**src/rtl/div4b_seq.sv**
```systemverilog
// Sequential restoring divider: one quotient bit per clock, results held until the next accepted start.
// Define DIV4_SIGNED_EN for two's-complement operands (adds a FIX cycle and the overflow flag).
module div4b_seq #(
    parameter int WIDTH = 4
) (
    input  logic             clk,
    input  logic             rst_n,
    input  logic             start,
    input  logic [WIDTH-1:0] dividend,
    input  logic [WIDTH-1:0] divisor,
    output logic             busy,
    output logic             done,
    output logic [WIDTH-1:0] quotient,
    output logic [WIDTH-1:0] remainder,
    output logic             div_by_zero,
    output logic             overflow
);

`ifdef DIV4_SIGNED_EN
    localparam bit SIGNED_EN = 1'b1;
`else
    localparam bit SIGNED_EN = 1'b0;
`endif

    localparam int              CW   = (WIDTH > 2) ? $clog2(WIDTH) : 1;
    localparam logic [CW-1:0]   LAST = CW'(WIDTH - 1);

    // Handshake: start is sampled on every rising edge but only accepted in IDLE or DONE
    // (busy=0); done is high for exactly the one cycle spent in DONE.
    typedef enum logic [2:0] {
        IDLE,
        RUN,
        FIX,
        ZDIV,
        DONE
    } state_t;

    state_t           state;
    state_t           state_nxt;
    logic             accept;
    logic [CW-1:0]    count;
    logic [WIDTH-1:0] a_reg;
    logic [WIDTH-1:0] b_reg;
    logic [WIDTH-1:0] dvd_reg;
    logic [WIDTH-1:0] p_reg;
    logic [WIDTH-1:0] q_reg;
    logic             neg_q;
    logic             neg_r;
    logic [WIDTH:0]   p_shift;
    logic [WIDTH:0]   trial;
    logic [WIDTH-1:0] p_next;
    logic [WIDTH-1:0] q_next;

    function automatic logic [WIDTH-1:0] mag(input logic [WIDTH-1:0] v);
        return (SIGNED_EN && v[WIDTH-1]) ? -v : v;
    endfunction

    assign accept = start && ((state == IDLE) || (state == DONE));
    assign busy   = (state == RUN) || (state == FIX) || (state == ZDIV);
    assign done   = (state == DONE);

    // The restored partial remainder is always below the divisor, so WIDTH bits hold it;
    // only the shifted trial value needs the extra bit.
    always_comb begin
        p_shift = {p_reg, a_reg[WIDTH-1]};
        trial   = p_shift - {1'b0, b_reg};
        p_next  = trial[WIDTH] ? p_shift[WIDTH-1:0] : trial[WIDTH-1:0];
        q_next  = {q_reg[WIDTH-2:0], ~trial[WIDTH]};
    end

    always_comb begin
        state_nxt = state;
        case (state)
            IDLE, DONE: begin
                if (start) begin
                    state_nxt = (divisor == '0) ? ZDIV : RUN;
                end else begin
                    state_nxt = IDLE;
                end
            end
            RUN: begin
                if (count == LAST) begin
                    state_nxt = SIGNED_EN ? FIX : DONE;
                end
            end
            FIX:     state_nxt = DONE;
            ZDIV:    state_nxt = DONE;
            default: state_nxt = IDLE;
        endcase
    end

    always_ff @(posedge clk or negedge rst_n) begin
        if (!rst_n) begin
            state <= IDLE;
        end else begin
            state <= state_nxt;
        end
    end

    always_ff @(posedge clk or negedge rst_n) begin
        if (!rst_n) begin
            count       <= '0;
            a_reg       <= '0;
            b_reg       <= '0;
            dvd_reg     <= '0;
            p_reg       <= '0;
            q_reg       <= '0;
            neg_q       <= 1'b0;
            neg_r       <= 1'b0;
            quotient    <= '0;
            remainder   <= '0;
            div_by_zero <= 1'b0;
        end else if (accept) begin
            count       <= '0;
            a_reg       <= mag(dividend);
            b_reg       <= mag(divisor);
            dvd_reg     <= dividend;
            p_reg       <= '0;
            q_reg       <= '0;
            neg_q       <= SIGNED_EN && (dividend[WIDTH-1] ^ divisor[WIDTH-1]);
            neg_r       <= SIGNED_EN && dividend[WIDTH-1];
            div_by_zero <= 1'b0;
        end else begin
            case (state)
                RUN: begin
                    count <= count + 1'b1;
                    a_reg <= {a_reg[WIDTH-2:0], 1'b0};
                    p_reg <= p_next;
                    q_reg <= q_next;
                    if ((count == LAST) && !SIGNED_EN) begin
                        quotient  <= q_next;
                        remainder <= p_next;
                    end
                end
                FIX: begin
                    // Most-negative / -1 lands here as magnitude 2^(WIDTH-1) with no negation.
                    quotient  <= neg_q ? -q_reg : q_reg;
                    remainder <= neg_r ? -p_reg : p_reg;
                end
                ZDIV: begin
                    quotient    <= '1;
                    remainder   <= dvd_reg;
                    div_by_zero <= 1'b1;
                end
                default: ;
            endcase
        end
    end

`ifdef DIV4_SIGNED_EN
    logic ovf_case;

    always_ff @(posedge clk or negedge rst_n) begin
        if (!rst_n) begin
            ovf_case <= 1'b0;
            overflow <= 1'b0;
        end else if (accept) begin
            ovf_case <= (dividend == {1'b1, {(WIDTH-1){1'b0}}}) && (divisor == '1);
            overflow <= 1'b0;
        end else if (state == FIX) begin
            overflow <= ovf_case;
        end
    end
`else
    assign overflow = 1'b0;
`endif

endmodule

```
**config.mk**
```make
export PLATFORM = sky130hd
export DESIGN_NAME = div4b_seq
export DESIGN_NICKNAME = d
export VERILOG_FILES = /design/src/rtl/div4b_seq.sv
export SDC_FILE = /design/constraint.sdc
export NUM_CORES = 1
export LEC_CHECK = 0
export CORE_MARGIN = 2
export CORE_UTILIZATION = 45
export DETAILED_ROUTE_END_ITERATION = 8
export GPL_TIMING_DRIVEN = 0
export HOLD_SLACK_MARGIN = 0.03
export PLACE_DENSITY_LB_ADDON = 0.2
export REMOVE_ABC_BUFFERS = 1
export SLEW_MARGIN = 20
export SYNTH_ARGS = -nofsm -noshare
export SYNTH_HDL_FRONTEND = slang
export SYNTH_SLANG_ARGS = --single-unit
export TNS_END_PERCENT = 50
```
**constraint.sdc**
```tcl
create_clock -name clk -period 3.9 [get_ports clk]
set_input_delay 0.39 -clock clk [delete_from_list [all_inputs] [get_ports clk]]
set_output_delay 0.39 -clock clk [all_outputs]
set_load 0.01 [all_outputs]
```
==> qor.csv <==
stage,metric,value,unit
placement,Post-DP HPWL,2430,µm
synthesis,Post-synth EDFFs,0,
cts,worst skew pair latency,0.28,ns
critical_path,R2R Path End,remainder[0],
layout,Fillers,320,
pwr,clock power share,14.8,%
critical_path,max incr delay on CP,0.41,ns
synthesis,Synth Instances,167,
timing,final hold viol count,0,
critical_path,critical path startpoint category,register,
cts,# Post-CTS Setup Buffers,0,
timing,Fin Hold WS,0.0329,ns
timing,"Slew Viols, Final",0,
synthesis,"flops & latches, synth",34,
timing,final setup fails,0,
pwr,peak supply drop,0.000419,V
global_route,antenna violations before repair,0,
cts,root buffer cell,clkbuf_8,
cts,# hold bufs at CTS,0,
critical_path,RR Startpoint,a_reg[3],
critical_path,critical path buffer and inverter count,1,
timing,Worst-Margin Slew,0.795,ns
synthesis,"Cell Area, Synth",0.00167,mm²
timing,total negative setup slack,0,ns
timing,RSZ-0062 raised after global routing,false,
layout,Nets,204,
cts,Resized cells post-CTS,0,
global_route,largest net degree at the start of global routing,20,
min_path,hold crit path type,in2async,
pwr,register share of total power,36.5,%
global_route,first-pass GRT wire length,5750,µm
synthesis,Synth Area per Inst,10.0,µm²
critical_path,critical path type,reg2reg,
cts,CTS Buffer Depth,2,
critical_path,crit path cell chain,"inv_1, ha_1, fa_1, nand2b_1, a21oi_2, xor2_4, mux2i_1, o221a_1",
placement,Placed Area,0.00193,mm²
detailed_routing,Via-to-Cell Ratio,5.23,
pwr,switching share of total power,39.8,%
detailed_routing,routed wire length,3230,µm
detailed_routing,"antenna viol nets, final",0,
critical_path,Worst R2R Setup Slack,1.57,ns
detailed_routing,vias post-DR,1234,
synthesis,ys flop type,dfrtp_1,
layout,synth-to-layout area growth,20.7,%
floorplanning,Die X,65.0,µm
layout,multi-input logic area,761,µm²
detailed_routing,First-pass DRT Iterations,4,
timing,fin crit share,59.8,%
pwr,Pleak,0.000919,µW
critical_path,family with the most delay on the worst path,adder cells,
cts,"CTS clk-pin slew, worst paths",0.07,ns
global_route,vias in the first global route,1233,
critical_path,Critical Path AT,2.55,ns
critical_path,crit end category,register,
detailed_routing,DRC errors left,0,
synthesis,Yosys warnings,0,
pwr,logic gate share of total power,48.7,%
layout,Diodes inserted,0,
floorplanning,Initial Utilization,46.4,%
status,status,finished clean,
cts,CTS Buf Count,5,
layout,Seq. cell area,851,µm²
cts,CTS sink count,34,
global_route,Total GRT Usage,17.7,%
timing,post-layout min period,2.33,ns
synthesis,async set-reset flop share out of synthesis,100,%
detailed_routing,drt wl/cell,13.7,µm
synthesis,"Distinct cells, synth",33,
pwr,P_sw,698,µW
detailed_routing,Iteration-0 DRC Markers,62,
floorplanning,row count,22,
floorplanning,area of the die,0.00422,mm²
floorplanning,IO Pins,23,
timing,Worst Skew,0.00698,ns
pwr,internal power,1060,µW
cts,H-tree depth,2,
global_route,total gr overflow,0,
critical_path,FF-to-FF path depth,8,
pwr,PD cells,870,mW/mm²
placement,I/O Buffers,21,
job,max_cap viols,0,
layout,fraction of final layout cells sized beyond drive strength 1,7.98,%
timing,Max transition margin,46.7,%
cts,CTS tree,built,
critical_path,worst-path fanout max,6,
critical_path,Worst path slowest cell,fa_1,
floorplanning,Core Footprint,0.00361,mm²
layout,post-route cell area,0.00202,mm²
floorplanning,Die H,65.0,µm
timing,Peak Freq,0.429,GHz
placement,Placer Congestion,0.788,
synthesis,sequential area share after synthesis,50.9,%
critical_path,"Req. time, crit path",4.12,ns
==> cell usage in the layout, fill, tap and decap left out, types with 2 or more instances in the layout <==
cell type / n
a22oi_1: 3
mux2i_1: 8
a21o_1: 2
o221a_1: 2
inv_1: 6
nand2b_1: 2
clkdlybuf4s50_1: 20
dfrtp_1: 34
or3_1: 4
a21oi_1: 5
a22o_1: 9
o21ai_0: 18
clkbuf_8: 6
nand3b_1: 3
nand2_1: 37
ha_1: 5
and2_1: 2
nor2_1: 5
==> worst max-delay path by stage <==
| stage | slack, ns | cells after the start | startpoint | to |
|---|---|---|---|---|
| floorplan | 1.83 | 8 | a_reg[3] | remainder[0] |
| global placement | 1.30 | 3 | state[0] | p_reg[0] |
| detailed placement | 1.57 | 8 | a_reg[3] | remainder[0] |
| CTS | 1.57 | 8 | a_reg[3] | remainder[1] |
| global route | 1.44 | 8 | a_reg[3] | remainder[0] |
| finish | 1.57 | 8 | a_reg[3] | remainder[0] |
==> cells by family (layout without fill, tap and decap cells) <==
logic type | after synthesis | in the layout | synth area share [%]
AND/OR/NAND/NOR | 59 | 59 | 16.3
AO/OA/AOI/OAI | 41 | 41 | 16.2
flip-flops | 34 | 34 | 50.9
buffers and inverters | 15 | 36 | 3.89
multiplexers | 8 | 8 | 4.79
adder cells (fa/ha/maj) | 6 | 6 | 4.94
XOR/XNOR | 3 | 3 | 2.70
other | 1 | 1 | 0.224
==> per-stage QoR <==
| step | utilization [%] | setup slack [ns] | std cells | total power (µW) |
|---|---|---|---|---|
| global placement | 52.7 | 1.30 | 227 | 1460 |
| CTS | 56.0 | 1.57 | 236 | 1770 |
| detailed placement | 53.4 | 1.57 | 228 | 1500 |
| finish | 56.0 | 1.57 | 236 | 1760 |
| global route | 56.0 | 1.44 | 236 | 1910 |
| floorplan | - | 1.83 | 158 | 1210 |
==> area by class of cell <==
type | instances | area share, %
Inverter | 6 | 1.12
Clock buffer | 7 | 4.28
Sequential cell | 34 | 42.2
Tap cell | 48 | 2.98
Clock inverter | 1 | 0.248
Timing Repair Buffer | 22 | 11.5
Multi-Input combinational cell | 118 | 37.7
==> synth_stat cells (all sizes together), types with 2 or more instances <==
cell    instances  area (µm²)
a22oi           3        22.5
or3             4        25.0
inv             6        22.5
ha              5        62.6
nand2          37         139
a21oi           6        33.8
xor2            2        36.3
nand2b          2        12.5
buf             4        22.5
and2            2        12.5
a22o            9        78.8
nor2            6        25.0
clkbuf          5        20.0
mux2i           8        80.1
o21ai          18        90.1
o221a           2        22.5
a21o            2        15.0
nand3b          3        22.5
dfrtp          34         851
==> per-layer routing <==
layer / up-vias / GRT usage [%] / share of wire, %
met1: 603 / 24.2 / 47
met5: - / 0 / 0
met2: 19 / 28.5 / 49
met4: 0 / 4.79 / 0.37
li1: 610 / - / -
met3: 2 / 3.82 / 3.5
==> power by group through the flow <==
stage               Sequential [µW]  Combinational [µW]  Clock [µW]
global placement                636                 822           0
CTS                             641                 861         266
floorplan                       629                 583           0
finish                          640                 856         260
global route                    660                 964         282
detailed placement              647                 851           0
==> worst reg2reg max path: cells and delay by family (launching register included) <==
| family | cells | cell delay (ns) |
|---|---|---|
| fa+ha+maj | 2 | 0.64 |
| compound gates | 2 | 0.45 |
| flops | 1 | 0.34 |
| mux | 1 | 0.33 |
| xor+xnor | 1 | 0.29 |
| simple gates | 1 | 0.18 |
| buf+inv | 1 | 0.05 |
(Power assumes the default switching activity.)
